## config.mk

```make
export PLATFORM = sky130hd
export DESIGN_NAME = seg_scan_ctrl
export DESIGN_NICKNAME = d
export VERILOG_FILES = /design/src/rtl/seg_scan_ctrl.sv
export SDC_FILE = /design/constraint.sdc
export NUM_CORES = 1
export LEC_CHECK = 0
export BUFFER_PORTS_ARGS = -buffer_cell sky130_fd_sc_hd__buf_4
export CAP_MARGIN = 25
export CORE_UTILIZATION = 60
export DETAILED_ROUTE_END_ITERATION = 8
export GPL_ROUTABILITY_DRIVEN = 0
export PLACE_DENSITY = 0.9
export RECOVER_POWER = 50
export SYNTH_ARGS = -nofsm -noshare
export SYNTH_HDL_FRONTEND = slang
export SYNTH_SLANG_ARGS = --single-unit
```

## constraint.sdc

```tcl
create_clock -name clk_i -period 5.55 [get_ports clk_i]
set_input_delay 1.11 -clock clk_i [delete_from_list [all_inputs] [get_ports clk_i]]
set_output_delay 1.11 -clock clk_i [all_outputs]
set_load 0.005 [all_outputs]
```

## src/rtl/seg_scan_ctrl.sv

```systemverilog
// Multiplexed seven-segment scan controller with per-digit masks, leading-zero
// blanking and frame-synchronous (tear-free) application of written display data.
module seg_scan_ctrl #(
    parameter int DIGITS     = 8,
    parameter int SCAN_DIV   = 100000,
    parameter bit ACTIVE_LOW = 1'b1
) (
    input  logic                  clk_i,
    input  logic                  rst_i,
    input  logic                  wr_en_i,
    input  logic [4*DIGITS-1:0]   wr_data_i,
    input  logic [DIGITS-1:0]     wr_dp_i,
    input  logic [DIGITS-1:0]     wr_mask_i,
    input  logic                  wr_lzb_i,
    output logic [DIGITS-1:0]     digit_en_o,
    output logic [6:0]            seg_o,
    output logic                  dp_o,
    output logic                  frame_o,
    output logic                  pending_o
);

    localparam int TW = ($clog2(SCAN_DIV) > 0) ? $clog2(SCAN_DIV) : 1;
    localparam int IW = ($clog2(DIGITS) > 0) ? $clog2(DIGITS) : 1;
    localparam logic [TW-1:0]     TICK_LAST = TW'(SCAN_DIV - 1);
    localparam logic [IW-1:0]     IDX_LAST  = IW'(DIGITS - 1);
    localparam logic [DIGITS-1:0] EN_OFF    = {DIGITS{ACTIVE_LOW}};
    localparam logic [6:0]        SEG_OFF   = {7{ACTIVE_LOW}};

    function automatic logic [6:0] hex7(input logic [3:0] nib);
        logic [6:0] seg;
        case (nib)
            4'h0: seg = 7'h3F;
            4'h1: seg = 7'h06;
            4'h2: seg = 7'h5B;
            4'h3: seg = 7'h4F;
            4'h4: seg = 7'h66;
            4'h5: seg = 7'h6D;
            4'h6: seg = 7'h7D;
            4'h7: seg = 7'h07;
            4'h8: seg = 7'h7F;
            4'h9: seg = 7'h6F;
            4'hA: seg = 7'h77;
            4'hB: seg = 7'h7C;
            4'hC: seg = 7'h39;
            4'hD: seg = 7'h5E;
            4'hE: seg = 7'h79;
            4'hF: seg = 7'h71;
            default: seg = 7'h00;
        endcase
        return seg;
    endfunction

    logic [TW-1:0]       tick_r;
    logic [IW-1:0]       idx_r;
    logic                frame_r;
    logic                pending_r;
    logic [4*DIGITS-1:0] stg_data_r, shd_data_r;
    logic [DIGITS-1:0]   stg_dp_r, shd_dp_r;
    logic [DIGITS-1:0]   stg_mask_r, shd_mask_r;
    logic                stg_lzb_r, shd_lzb_r;
    logic [DIGITS-1:0]   en_r;
    logic [6:0]          seg_r;
    logic                dp_r;

    logic                wrap_s;
    logic                boundary_s;
    logic [DIGITS-1:0]   zero_above_s;
    logic [3:0]          nib_s;
    logic                blank_s;
    logic [DIGITS-1:0]   en_s;
    logic [6:0]          seg_s;
    logic                dp_s;

    assign wrap_s     = (tick_r == TICK_LAST);
    assign boundary_s = wrap_s && (idx_r == IDX_LAST);

    // Scan timebase: slot tick counter, digit index and frame pulse
    always_ff @(posedge clk_i) begin
        if (rst_i) begin
            tick_r  <= '0;
            idx_r   <= '0;
            frame_r <= 1'b0;
        end else begin
            frame_r <= boundary_s;
            if (wrap_s) begin
                tick_r <= '0;
                idx_r  <= (idx_r == IDX_LAST) ? '0 : idx_r + IW'(1);
            end else begin
                tick_r <= tick_r + TW'(1);
            end
        end
    end

    // Staging of writes; shadow only loads on a frame boundary, a boundary write bypasses staging
    always_ff @(posedge clk_i) begin
        if (rst_i) begin
            pending_r  <= 1'b0;
            stg_data_r <= '0;
            stg_dp_r   <= '0;
            stg_mask_r <= '0;
            stg_lzb_r  <= 1'b0;
            shd_data_r <= '0;
            shd_dp_r   <= '0;
            shd_mask_r <= '0;
            shd_lzb_r  <= 1'b0;
        end else if (boundary_s) begin
            pending_r <= 1'b0;
            if (wr_en_i) begin
                shd_data_r <= wr_data_i;
                shd_dp_r   <= wr_dp_i;
                shd_mask_r <= wr_mask_i;
                shd_lzb_r  <= wr_lzb_i;
            end else if (pending_r) begin
                shd_data_r <= stg_data_r;
                shd_dp_r   <= stg_dp_r;
                shd_mask_r <= stg_mask_r;
                shd_lzb_r  <= stg_lzb_r;
            end
        end else if (wr_en_i) begin
            pending_r  <= 1'b1;
            stg_data_r <= wr_data_i;
            stg_dp_r   <= wr_dp_i;
            stg_mask_r <= wr_mask_i;
            stg_lzb_r  <= wr_lzb_i;
        end
    end

    // zero_above_s[k]: nibble k and every nibble above it are zero
    always_comb begin
        logic run;
        run          = 1'b1;
        zero_above_s = '0;
        for (int k = DIGITS - 1; k >= 0; k--) begin
            run             = run && (shd_data_r[4*k +: 4] == 4'h0);
            zero_above_s[k] = run;
        end
    end

    // Active-high view of the current slot, from shadow data only
    always_comb begin
        nib_s   = shd_data_r[{idx_r, 2'b00} +: 4];
        en_s    = '0;
        seg_s   = 7'h00;
        dp_s    = 1'b0;
        blank_s = 1'b0;
        if (shd_lzb_r && (idx_r != '0)) begin
            blank_s = zero_above_s[idx_r];
        end else begin
            blank_s = 1'b0;
        end
        if (shd_mask_r[idx_r]) begin
            en_s[idx_r] = 1'b1;
            dp_s        = shd_dp_r[idx_r];
            if (blank_s) begin
                seg_s = 7'h00;
            end else begin
                seg_s = hex7(nib_s);
            end
        end else begin
            en_s  = '0;
            seg_s = 7'h00;
            dp_s  = 1'b0;
        end
    end

    // Pin registers: all three update on one edge with the board polarity applied
    always_ff @(posedge clk_i) begin
        if (rst_i) begin
            en_r  <= EN_OFF;
            seg_r <= SEG_OFF;
            dp_r  <= ACTIVE_LOW;
        end else begin
            en_r  <= en_s ^ EN_OFF;
            seg_r <= seg_s ^ SEG_OFF;
            dp_r  <= dp_s ^ ACTIVE_LOW;
        end
    end

    assign digit_en_o = en_r;
    assign seg_o      = seg_r;
    assign dp_o       = dp_r;
    assign frame_o    = frame_r;
    assign pending_o  = pending_r;

endmodule

```

==> impl_metrics.py <==
metrics = {
    "cells_and_area": {
        "fillers": 687,
        "area_growth_pct": 19.2,
        "fin_nets": 768,
        "antenna-diode-count": 0,
        "fin_cells": 850,
        "drive_gt1_frac": 0.166,
    },
    "sta": {
        "period_needed_ns": 3.82,
        "worstMarginPinSlew_ns": 2.00,
        "fmax_mhz": 262,
        "period_share": 0.688,
        "relSlewSlack": -0.340,
        "fin_skew_ns": 0.00898,
        "finalSetupViolCount": 0,
        "final.setup.tns_ns": 0,
        "worst_slack_ns": 1.73,
        "hold_violations": 0,
        "rsz0062_at_grt": "false",
        "drv_slew": 67,
        "hold_slack_ns": 0.444,
    },
    "global_routing": {
        "antenna_found_initial": 0,
        "grt-ovfl-total": 0,
        "grt_max_degree": 110,
        "grt_usage": 0.292,
        "grt_pass1_wl_um": 23000,
        "grt_pass1_vias": 4840,
    },
    "synth": {
        "yosysWarningCount": 0,
        "syn_area_mm2": 0.00597,
        "synth_cell_type_count": 51,
        "ys_seq_elements": 136,
        "ys.flop_type": "dfxtp_1",
        "syn_nets": 721,
        "async_reset_ff_frac": 0,
        "postSynthCellCount": 659,
        "seq_area_frac_synth": 0.456,
        "avgSynthCellArea_um2": 9.05,
        "synth_edf_count": 0,
    },
    "critical_path": {
        "startpoint_type": "register",
        "crit_top_cell": "ha_1",
        "worstReg2RegEnd": "shd_data_r[3]",
        "reg2reg_setup_slack_ns": 1.73,
        "r2r_cells": 7,
        "arrival_ns": 4.26,
        "path_class": "register to register",
        "crit_path_end_kind": "register",
        "required_ns": 5.99,
        "slowest_stage": "clkbuf_1",
        "crit_chain": "ha_1, ha_1, inv_1, nor3_1, clkbuf_1, nor2_1, a211oi_1",
        "critPathMaxStageDelay_ns": 1.26,
        "timing.rr.start": "idx_r[0]",
        "path_max_fanout": 42,
    },
    "power": {
        "p_sw_frac": 0.221,
        "peakVddDrop_v": 0.000207,
        "combPwrFrac": 0.058,
        "seq_power_share": 0.439,
        "p_sw_uw": 508,
        "finalPower_mw": 2.30,
        "internal-power_mw": 1.79,
        "leakagePower_nw": 2.74,
        "clkPwrFrac": 0.503,
        "p_per_area_mw_per_mm2": 324,
    },
    "floorplanning": {
        "dieArea_mm2": 0.0103,
        "io_pins": 70,
        "coreArea_mm2": 0.00968,
        "initial_core_util": 0.616,
        "die_w_um": 102,
        "fp.dieH_um": 102,
        "rows": 36,
    },
    "route": {
        "via_count": 5091,
        "via_per_inst": 5.99,
        "ant_nets": 0,
        "wl_um": 14200,
        "wire_per_inst_um": 16.7,
        "drc_errors": 0,
        "first_iter_violations": 299,
        "dr.pass1.iters": 5,
    },
    "clocking": {
        "cts_buffer_depth": 2,
        "cts_num_sinks": 136,
        "clk_pin_slew_worst_paths_ns": 0.06,
        "h-tree-depth": 4,
        "cts_hold_buf": 0,
        "cts_resized": 0,
        "clkLatencyLatePin_ns": 0.54,
        "root_buffer": "clkbuf_8",
        "cts_buffers": 17,
        "post-cts-setup-buffers": 0,
        "cts_tree": "built",
    },
    "flow_run": {
        "max_cap_viol_count": 2,
    },
    "worst_hold_path": {
        "hold_depth": 1,
        "min_from": "tick_r[0]",
        "min_to": "tick_r[0]",
        "holdCritPathClass": "register to register",
    },
    "placed_design": {
        "port-buffer-count": 69,
        "dp_hpwl_um": 8710,
        "numPlacedInstances": 819,
        "dpl_worst_slack_ns": 2.41,
    },
    "outcome": {
        "violations": "max-capacitance violations, max-slew violations",
        "outcome": "finished, violations left",
    },
}
-- metal layers --
| layer | up-vias | track usage | share of wire |
|---|---|---|---|
| met5 | - | 0 | 0 |
| met4 | 0 | 0.157 | 0.030 |
| met3 | 51 | 0.0794 | 0.065 |
| met2 | 224 | 0.480 | 0.50 |
| met1 | 2393 | 0.347 | 0.41 |
| li1 | 2423 | - | - |
-- Yosys cell counts (2+ instances only) --
library cell | n | area, um^2
a211oi_1 | 50 | 375
a21oi_1 | 56 | 280
a31oi_1 | 2 | 12.5
and3_1 | 6 | 37.5
and4_1 | 3 | 26.3
and4bb_2 | 2 | 25.0
buf_2 | 20 | 100
buf_4 | 3 | 22.5
clkbuf_1 | 21 | 78.8
dfxtp_1 | 136 | 2720
ha_1 | 10 | 125
inv_1 | 7 | 26.3
mux2_2 | 4 | 45.0
mux2i_1 | 55 | 551
mux4_2 | 7 | 158
nand2_1 | 118 | 443
nand2b_1 | 2 | 12.5
nand3_1 | 13 | 65.1
nand4_1 | 4 | 25.0
nor2_1 | 73 | 274
nor2b_1 | 2 | 12.5
nor3_1 | 6 | 30.0
nor3b_1 | 2 | 15.0
nor4_1 | 9 | 56.3
o211ai_1 | 4 | 30.0
o21ai_0 | 5 | 25.0
o21ai_1 | 2 | 10.0
o221ai_1 | 2 | 17.5
or3_1 | 2 | 12.5
xnor2_1 | 7 | 61.3
xor2_1 | 6 | 52.6
-- worst max-delay path: cells and delay by family (launching register included) --
family / cells / cell delay [ns]
fa+ha+maj: 2 / 0.53
simple gates: 2 / 0.49
buf+inv: 2 / 1.39
compound gates: 1 / 0.30
flops: 1 / 1.00
-- flip-flops by register name, summed over array words and instances (netlist names), 8 cells and up --
signal      flops
shd_data_r     32
stg_mask_r      8
shd_dp_r        8
shd_mask_r      8
stg_data_r     32
tick_r         17
stg_dp_r        8
digit_en_o      8
-- area by class of cell --
cell class	instances	area, um^2	area share
Multi-Input combinational cell	468	2980	0.419
Clock buffer	18	428	0.0602
Inverter	9	33.8	0.00475
Clock inverter	12	176	0.0248
Timing Repair Buffer	74	601	0.0845
Sequential cell	136	2720	0.383
Tap cell	133	166	0.0234
-- kinds of logic after synthesis --
logic type      synth area share
buf+inv                   0.0419
xor+xnor                  0.0191
fa+ha+maj                 0.0210
compound gates             0.144
flops                      0.456
mux                        0.137
simple gates               0.181
-- power groups by stage --
stage,clock (mW),sequential [mW],combinational (mW)
after detailed placement,0,1.03,0.129
after floorplan,0,1.03,0.0768
after global placement,0,1.03,0.119
final,1.16,1.01,0.133
after CTS,1.16,1.01,0.131
after global routing,1.21,1.01,0.145
-- metrics by stage --
stage,area (um^2),utilization
floorplan,5970,-
global placement,6470,0.668
detailed placement,6520,0.674
CTS,7130,0.736
global route,7110,0.734
finish,7110,0.734
-- placed cells by master (no fill, tap or decap), drive strengths merged, types with 7 or more instances in the layout --
cell / netlist / routed
ha: 10 / 10
mux4: 8 / 8
xnor2: 7 / 7
a211oi: 50 / 50
nand2: 118 / 118
a21oi: 56 / 56
nor3: 7 / 7
nor4: 9 / 9
nand3: 13 / 13
clkbuf: 21 / 37
buf: 25 / 55
dfxtp: 136 / 136
o21ai: 7 / 7
nor2: 73 / 73
mux2i: 56 / 56
inv: 8 / 9
-- how the worst max path moves through the flow --
| stage | from | endpoint | slack (ns) | depth (start not counted) |
|---|---|---|---|---|
| 5_1_grt | idx_r[0] | shd_data_r[3] | 1.34 | 7 |
| 4_1_cts | idx_r[0] | seg_o[0] | 2.57 | 5 |
| 6_report | idx_r[0] | shd_data_r[3] | 1.73 | 7 |
| 3_5_place_dp | wr_en_i | shd_data_r[6] | 2.41 | 6 |
| 2_1_floorplan | wr_en_i | shd_dp_r[1] | 3.29 | 5 |
| 3_3_place_gp | wr_en_i | stg_data_r[20] | 2.33 | 4 |
No activity file was read; power rests on OpenSTA's default activity.
